$ cat config.mk
export PLATFORM = sky130hd
export DESIGN_NAME = usr
export DESIGN_NICKNAME = d
export VERILOG_FILES = /design/src/rtl/usr_pkg.sv /design/src/rtl/usr_bit_cell.sv /design/src/rtl/usr.sv
export SDC_FILE = /design/constraint.sdc
export NUM_CORES = 1
export LEC_CHECK = 0
export ABC_AREA = 1
export CAP_MARGIN = 20
export CORE_AREA = 4 4 41 43
export DETAILED_ROUTE_END_ITERATION = 7
export DIE_AREA = 0 0 45 47
export DONT_BUFFER_PORTS = 1
export PLACE_DENSITY = 0.35
export SETUP_SLACK_MARGIN = 0.4
export SYNTH_ARGS = -nofsm -noshare
export SYNTH_HDL_FRONTEND = slang
export SYNTH_SLANG_ARGS = --single-unit
$ cat constraint.sdc
create_clock -name clk -period 1.4 [get_ports clk]
set_input_delay 0.28 -clock clk [delete_from_list [all_inputs] [get_ports clk]]
set_output_delay 0.28 -clock clk [all_outputs]
set_load 0.005 [all_outputs]
$ cat src/rtl/usr_pkg.sv
// Shared mode encodings for the usr universal shift register.
package usr_pkg;

    typedef enum logic [1:0] {
        HOLD = 2'b00,
        SHL  = 2'b01,
        SHR  = 2'b10,
        LOAD = 2'b11
    } mode_t;

endpackage

$ cat src/rtl/usr_bit_cell.sv
// One storage bit of usr: 4:1 mode mux feeding a flop with async active-high reset.
module usr_bit_cell
    import usr_pkg::*;
(
    input  logic       clk,
    input  logic       rst,
    input  logic [1:0] sel,
    input  logic       shl_src,
    input  logic       shr_src,
    input  logic       load_src,
    output logic       q
);

    logic q_q;
    logic q_d;

    always_comb begin
        q_d = q_q;
        unique case (mode_t'(sel))
            HOLD: q_d = q_q;
            SHL:  q_d = shl_src;
            SHR:  q_d = shr_src;
            LOAD: q_d = load_src;
        endcase
    end

    always_ff @(posedge clk or posedge rst) begin
        if (rst) begin
            q_q <= 1'b0;
        end else begin
            q_q <= q_d;
        end
    end

    assign q = q_q;

endmodule

$ cat src/rtl/usr.sv
// Universal shift register (hold / shift left / shift right / parallel load).
// Define USR_SERIAL_OUT_EN to add the s_out_left / s_out_right cascade outputs.
module usr
    import usr_pkg::*;
#(
    parameter int unsigned WIDTH = 4
) (
    input  logic             clk,
    input  logic             rst,
    input  logic [1:0]       sel,
    input  logic [WIDTH-1:0] d_in,
    input  logic             s_in_left,
    input  logic             s_in_right,
    output logic [WIDTH-1:0] q
`ifdef USR_SERIAL_OUT_EN
    ,
    output logic             s_out_left,
    output logic             s_out_right
`endif
);

    logic [WIDTH-1:0] bits_q;
    logic [WIDTH-1:0] shl_src;
    logic [WIDTH-1:0] shr_src;

    // Each bit takes its lower neighbour on SHL and its upper neighbour on SHR;
    // the serial inputs fill the vacated end.
    assign shl_src = {bits_q[WIDTH-2:0], s_in_right};
    assign shr_src = {s_in_left, bits_q[WIDTH-1:1]};

    for (genvar i = 0; i < WIDTH; i++) begin : g_bit
        usr_bit_cell u_cell (
            .clk      (clk),
            .rst      (rst),
            .sel      (sel),
            .shl_src  (shl_src[i]),
            .shr_src  (shr_src[i]),
            .load_src (d_in[i]),
            .q        (bits_q[i])
        );
    end

    assign q = bits_q;

`ifdef USR_SERIAL_OUT_EN
    assign s_out_left  = bits_q[WIDTH-1];
    assign s_out_right = bits_q[0];
`endif

endmodule

Yosys cells after proc, flatten, opt, wreduce, memory -nomap -nowiden. Cells that the tools add are included. W data, S select, Z words.

Register bits: 4. Latch bits: 0. RAM bits: 0. Bits in read-only memories: 0. Input bits: 10. Output and inout bits: 4. Memories: 0.

$add $sub $neg: 0. Multipliers: 0. Div/mod/pow operators: 0. Order comparisons: 0. Equality and inequality tests: 3. Shift-type cells: 0. Mux-type cells: 4. Bitwise logic cells: 0. Reduce and logical (&&, ||, !) cells: 1.

Operator list (count): $pmux W1 S3 (4); $eq A2 B2 Y1 const B (2); $eq A2 B1 Y1 const B (1); $logic_not A2 Y1 (1).

Logic depth before layout (Yosys ltp). Gate-level depths: netlist of the first run.

Word-level depth: 2. Depth in mapped cells: 6. Mapped depth without buffers: 5.

Hierarchy. A second synthesis of the first run with hierarchy kept.

Cell total of the unflattened synthesis: 60. Area total of the unflattened synthesis: 320.3 um2.

By module, submodules not included: usr_bit_cell (instances 4, cells each 15, area each 80.1 um2, seq. area each 25.0 um2).

Worst setup path after synthesis of the first run. OpenSTA, ideal clock, no wires.

Path type: input -> register. Start: input sel[1]. End: register g_bit[3].u_cell.q_q. Library setup time: 0.116 ns. Data arrival time: 0.727 ns. Setup slack: 0.558 ns. Cell stages on the path: 5. Cells stage by stage: buf_6 -> nor2_2 -> inv_2 -> nor2_2 -> nor2_1.

Longest elaborated chain between the ends: 2. Elaborated cells between the ends (all ways): 5. Classes of those cells: eq/ne: 3; mux: 1; reduce/logical: 1.

RTL lines: start: declaration (RTL line usr.sv:10) `input logic [1:0] sel,`; $eq A2 B2 Y1 / $eq A2 B1 Y1 (equally long branches) (RTL line usr_bit_cell.sv:19) `unique case (mode_t'(sel))`; $pmux W1 S3 (RTL line usr_bit_cell.sv:19); end signal: assignment (RTL line usr_bit_cell.sv:31) `q_q <= q_d;`; end: declaration (RTL line usr_bit_cell.sv:14) `logic q_q;`.

Several ways; a longest one is shown, not always the timed one. A chain may end at the register's enable or synchronous reset.

Final worst setup path of the first run.
Start: register g_bit[1].u_cell.q_q. End: output q[1].

RTL lines: start: declaration (RTL line usr_bit_cell.sv:14); start signal: assignment (RTL line usr_bit_cell.sv:31); end: declaration (RTL line usr.sv:14) `output logic [WIDTH-1:0] q`.

No word-level cell between the ends.

==> impl_results.md, run 1 <==
* Outcome: completed
* RSZ-0062 raised after global routing: false
* Yosys cell types at 10
* Initial Utilization at 22.1%
* Worst reg-to-reg setup slack at between 0.5 and 0.6 ns
* Mapped Cells at 43
* Via density at 4.32
* Routed Antenna Nets at 0
* Cells on worst reg2reg path at 4
* Post-synth top flop: dfrtp_1
* CP required at ~1.1 ns
* Clk_lat worst skew at 0.23 ns
* Avg Cell Area, Syn at 6.69 µm²
* Reg-to-reg startpoint: g_bit[1].u_cell.q
* GRT Overall Usage at under 10%
* Drt wl/cell at 11.7 µm
* Global-route wire length before repair at 1090 µm
* Yosys top cell by area: dfrtp_1
* Largest family of logic cells by synthesized area: simple AND/OR/NAND/NOR gates
* PortBufs at 0
* Die height at between 40 and 50 µm
* Peak Freq at 1070 MHz
* Largest net degree at the start of global routing at 11
* Mux cell area share after synthesis at 0%
* Tmin final at 0.938 ns
* Hold path depth at 3
* Total power at 335 µW
* Routability-driven placement congestion ratio at 0.704
* CTS Hold Bufs at 1
* Max clock buf depth at 2
* Synth top area share at 34.8%
* Clock transition at path regs at roughly 0.03 ns
* Share of cells above drive strength 1 at 19.0%
* Worst slew margin at 87.1%
* Ys Warns at 0
* Post-synth net total at 53
* Area of the core at 1300 µm²
* Clk_skew at 0.000461 ns
* Hold_sp: sel[0]
* Initial antenna violation count at 0
* Max Cap Viol at 0
* Reg-to-reg critical path endpoint: g_bit[0].u_cell.q
* Ys async rst share at between 90% and 100%
* Pleak at 0.000157 µW
* Area grow syn2layout at 3.48%
* Drt pass-1 iters at 4
* Clock Sinks at 4
* Sequential area share after synthesis at 34.8%
* Synth Area in Compound Gates at ~1.7%
* Commonest cells post-synth: 14 x nand2_1, 10 x nand3_1, 4 x buf_4, 4 x dfrtp_1, 3 x inv_2
* Final setup viols at 0
* Setup TNS at 0 ns
* Crit Path Class: flip-flop to output port
* CTS tree: yes
* Crit Path Max Fanout at 4
* Critical path endpoint category: output port
* Mapped cell area at between 200 and 300 µm²
* Fin crit share at roughly two thirds
* Die Wd at 45 µm
* Root Driver: clkbuf_4
* Row Count at 13
* Max reg flops at 4
* Simple-gate share of the synthesized area at 42.6%
* Setup ws final at 0.462 ns
* WP data arrival at 0.66 ns
* Overflow after GRT at 0
* Starting DRT DRC Count at 4
* Post-Place Worst Slack at 0.577 ns
* Adder-Cell Fraction of Synth Area at 0%
* Worst slew pin tran at 0.194 ns
* Total number of vias at 246
* Worst vdd ir at 0.000341 V
* Vias in the first global route at 244
* Nature of the critical path startpoint: flip-flop
* Hold Fails Final Rpt at 0
* Worst hold path endpoint: g_bit[2].u_cell.q
* Post-Synth XOR/XNOR Area at 0%
* I/O pins at 14
* Post CTS Setup Buffer Count at 0
* Drt drc at 0
* Die area at 2120 µm²
* Total Wirelength at 668 µm
* Synthesis-stage register bit count at 4
* CTS H-tree lvls at 1
* Worst hold path type: input pin to flip-flop
* Post-CTS Resized at 0
* Number of synthesized flops with an enable pin at 0
* Layout Nets at 54
* Pwr dens at 1130 nW/µm²
* Final core utilization at a little under a quarter
* Detailed placement HPWL at 547 µm
* Most frequent cell after synthesis: nand2_1
* Fin. max-slew vios at 0
* Synth area leaders: dfrtp_1 35%, nand2_1 18%, nand3_1 17%
* Antenna Diode Count at 0
* TritonCTS buffer count at 3
-- where the power goes --
| group | internal [µW] | switching (µW) | leakage [µW] |
|---|---|---|---|
| Sequential | 132 | 21.3 | 0.0000494 |
| Combinational | 20.4 | 26.4 | 0.0000937 |
| Clock | 95.3 | 39.7 | 0.0000138 |
-- placed cells by master, fill, tap and decap left out, drive strengths merged --
| cell type | synthesis | layout |
|---|---|---|
| nand2 | 14 | 14 |
| a21oi | 1 | 1 |
| inv | 5 | 5 |
| nor2 | 4 | 4 |
| nand3 | 10 | 10 |
| dfrtp | 4 | 4 |
| dlygate4sd3 | 0 | 1 |
| clkbuf | 0 | 3 |
-- per-layer routing --
metal	wire length [µm]	global-route usage, %	up-vias
li1	-	-	129
met3	94	2.68	0
met5	0	0	-
met4	0	8.77	0
met2	290	9.32	12
met1	283	9.15	105
-- cell families (layout without fill, tap and decap cells) --
group                  after synthesis  in the layout
and+or+nand+nor                     28             28
DFF                                  4              4
buffers and inverters               10              9
AOI/OAI and AO/OA                    1              1
-- through the flow --
step	area (µm²)	hold slack, ns	std cells
CTS	298	0.219	57
finish	298	0.228	57
detailed placement	265	0.0672	53
global route	298	0.249	57
floorplan	288	0.0461	43
global placement	265	0.0600	53
-- area by class of cell --
class	count	area, µm²
clock buffer	3	22.5
fill	162	1000
inverter	5	18.8
multi-input combinational	29	128
sequential	4	100
tap	15	18.8
timing repair buffer	1	10.0
-- worst max path at each step --
stage / from / end / slack, ns / cells past startpoint
floorplan: sel[1] / g_bit[3].u_cell.q / 0.56 / 5
global placement: g_bit[2].u_cell.q / g_bit[3].u_cell.q / 0.57 / 4
detailed placement: g_bit[1].u_cell.q / g_bit[0].u_cell.q / 0.58 / 4
CTS: g_bit[1].u_cell.q / q[1] / 0.45 / 0
global route: g_bit[2].u_cell.q / q[2] / 0.44 / 0
finish: g_bit[1].u_cell.q / q[1] / 0.46 / 0
-- worst min-delay path, stage by stage --
cell and delay (ns):
nor2_2 0.04, nand2_1 0.05, nand2_1 0.04
(Power assumes the default switching activity.)
==> run 2, diff against run 1 <==
--- a/config.mk
+++ b/config.mk
@@ -11,7 +11,7 @@
 export DETAILED_ROUTE_END_ITERATION = 7
 export DIE_AREA = 0 0 45 47
 export DONT_BUFFER_PORTS = 1
-export PLACE_DENSITY = 0.35
+export PLACE_DENSITY = 0.36
 export SETUP_SLACK_MARGIN = 0.4
 export SYNTH_ARGS = -nofsm -noshare
 export SYNTH_HDL_FRONTEND = slang
==> constraint.sdc (replaced) <==
create_clock -name clk -period 0.83 [get_ports clk]
set_input_delay 0.166 -clock clk [delete_from_list [all_inputs] [get_ports clk]]
set_output_delay 0.166 -clock clk [all_outputs]
set_load 0.005 [all_outputs]
==> run 2 against run 1 <==
Compared with the run above: the flow now finishes with violations (negative setup slack); final cell count rose by 7.0%; power increased by 91%; die area is the same; worst setup slack worse by 0.54 ns; clock skew increased by 0.0028 ns; first-iteration DRC count shrank 25%; cell area increased by 22%.
==> impl_results.md, run 2 (synthesis results as in run 1) <==
* Outcome: complete, but fails checks
* Failing checks: negative setup slack
* Clock Sinks at 4
* Total Wirelength at about 670 µm
* Crit path from: g_bit[1].u_cell.q
* Drt wl/cell at 11.0 µm
* Drt drc at 0
* Die Wd at between 40 and 50 µm
* Die height at between 40 and 50 µm
* Antenna Diode Count at 0
* CP required at 0.66 ns
* Root Driver: clkbuf_4
* Hold_sp: sel[0]
* M3 GR Usage at 0.766%
* Final setup viols at 5
* Crit Path Class: flip-flop to output port
* Worst hold path type: input pin to flip-flop
* Most common cell after layout, fill and taps aside: nand2_1
* Starting DRT DRC Count at 3
* Hold Fails Final Rpt at 0
* TritonCTS buffer count at 3
* Routed Antenna Nets at 0
* Largest delay contributor family on the critical path: flip-flops
* PortBufs at 0
* Critical path endpoint category: output port
* Peak Freq at ~1100 MHz
* Worst slew pin tran at 0.145 ns
* CTS H-tree lvls at 1
* Worst vdd ir at 0.000275 V
* Max reg flops at 4
* Pwr dens at 1760 nW/µm²
* Post-Place Worst Slack at roughly 0.029 ns
* GRT Overall Usage at 6.58%
* Crit-path slowest cell: dfrtp_1
* Crit-path cells: buf_6
* CTS tree: yes
* Max Cap Viol at 0
* Largest net degree at the start of global routing at 11
* Tmin final at 0.911 ns
* Drt pass-1 iters at 2
* Top Usage Layer GRT: met2
* Nature of the critical path startpoint: flip-flop
* CP peak stage delay at 0.39 ns
* Die area at 2120 µm²
* Pleak at 0.000189 µW
* Reg-to-reg startpoint: g_bit[0].u_cell.q
* Vias in the first global route at 258
* Fin crit share at 110%
* Overflow after GRT at 0
* Initial Utilization at 22.1%
* Global-route wire length before repair at between 1000 and 1500 µm
* Crit Path Max Fanout at 2
* Setup ws final at -0.0815 ns
* WP data arrival at 0.75 ns
* Fin. max-slew vios at 0
* Placed Area at 285 µm²
* Row Count at 13
* Finished Cell Area at approximately 360 µm²
* Share of cells above drive strength 1 at 39.1%
* GR Util met1 at around 7.6%
* Clk_skew at 0.00321 ns
* Clock transition at path regs at 0.04 ns
* Initial antenna violation count at 0
* Routability-driven placement congestion ratio at 0.681
* Total number of vias at 263
* RSZ-0062 raised after global routing: true
* Max clock buf depth at 2
* Total power at 640 µW
* Worst slew margin at 90.3%
* Worst path bufs/invs at 1
* Area grow syn2layout at 26.1%
* Layout Nets at 58
* Commonest non-fill, non-tap cells in the layout: 13 x nand2_1, 7 x nand3_1, 4 x inv_2
* Area of the core at 1300 µm²
* Detailed placement HPWL at 526 µm
* I/O pins at 14
* Via density at 4.31
* GR Util met2 at 10.2%
* Clk_lat worst skew at 0.23 ns
## run 2: cell count changes in the layout (fill, tap and decap cells not counted), sizes merged
cell	previous run	this run
buf	0	4
## run 2: power breakdown
| part | internal, µW | switching, µW |
|---|---|---|
| logic | 81.9 | 66.0 |
| clock network | 162 | 75.7 |
| registers | 225 | 30.0 |
## run 2: worst paths after layout
| check | slack [ns] | endpoint | cells past startpoint |
|---|---|---|---|
| min in group asynchronous | 0.25 | g_bit[1].u_cell.q | 2 |
| worst max-delay path | -0.08 | q[1] | 1 |
| worst min-delay path | 0.09 | g_bit[2].u_cell.q | 3 |
| max in group asynchronous | 0.45 | g_bit[2].u_cell.q | 2 |
| worst max register to register | -0.05 | g_bit[1].u_cell.q | 5 |
| worst min register to register | 0.55 | g_bit[2].u_cell.q | 2 |
## run 2: layer usage
layer / vias to the layer above / routed length, µm / part of all wire (%)
met2: 6 / 374 / 56
met1: 121 / 256 / 38
met5: - / 0 / 0
li1: 136 / - / -
met4: 0 / 0 / 0
met3: 0 / 40 / 6.0
## run 2: metrics by stage
stage	util, %	TNS, ns	std cells	hold WS [ns]
after floorplan	-	0	43	-0.0679
after global placement	21.9	0	55	-0.0542
after detailed placement	21.9	0	55	-0.0455
after CTS	25.9	-0.245	61	0.0852
after global routing	27.9	-0.410	61	0.0903
final	27.9	-0.238	61	0.0879
## run 2: final cells by class
type | instances | area, µm²
Clock buffer | 3 | 22.5
Fill cell | 157 | 938
Inverter | 5 | 18.8
Multi-Input combinational cell | 29 | 150
Sequential cell | 4 | 101
Tap cell | 15 | 18.8
Timing Repair Buffer | 5 | 51.3
## run 2: worst register-to-register path, stage by stage, from the launching register on
cell and delay (ns):
dfrtp_1 0.39, buf_4 0.14, nand2_1 0.05, nand3_1 0.08, nand2_1 0.06, nand2_1 0.05
## run 2: timing repair
action                     in CTS  in global routing
resized for setup               1                  8
setup endpoints to repair       8                 12
pin swaps                       0                  3
setup buffers                   2                  0
hold endpoints to repair        4                  0
hold buffers                    1                  0
==> run 3, diff against run 2 <==
--- a/config.mk
+++ b/config.mk
@@ -8,6 +8,7 @@
 export ABC_AREA = 1
 export CAP_MARGIN = 20
 export CORE_AREA = 4 4 41 43
+export CTS_CLUSTER_SIZE = 24
 export DETAILED_ROUTE_END_ITERATION = 7
 export DIE_AREA = 0 0 45 47
 export DONT_BUFFER_PORTS = 1
==> results of run 3 <==
Final layout, timing and power as in run 2 (identical DEF).
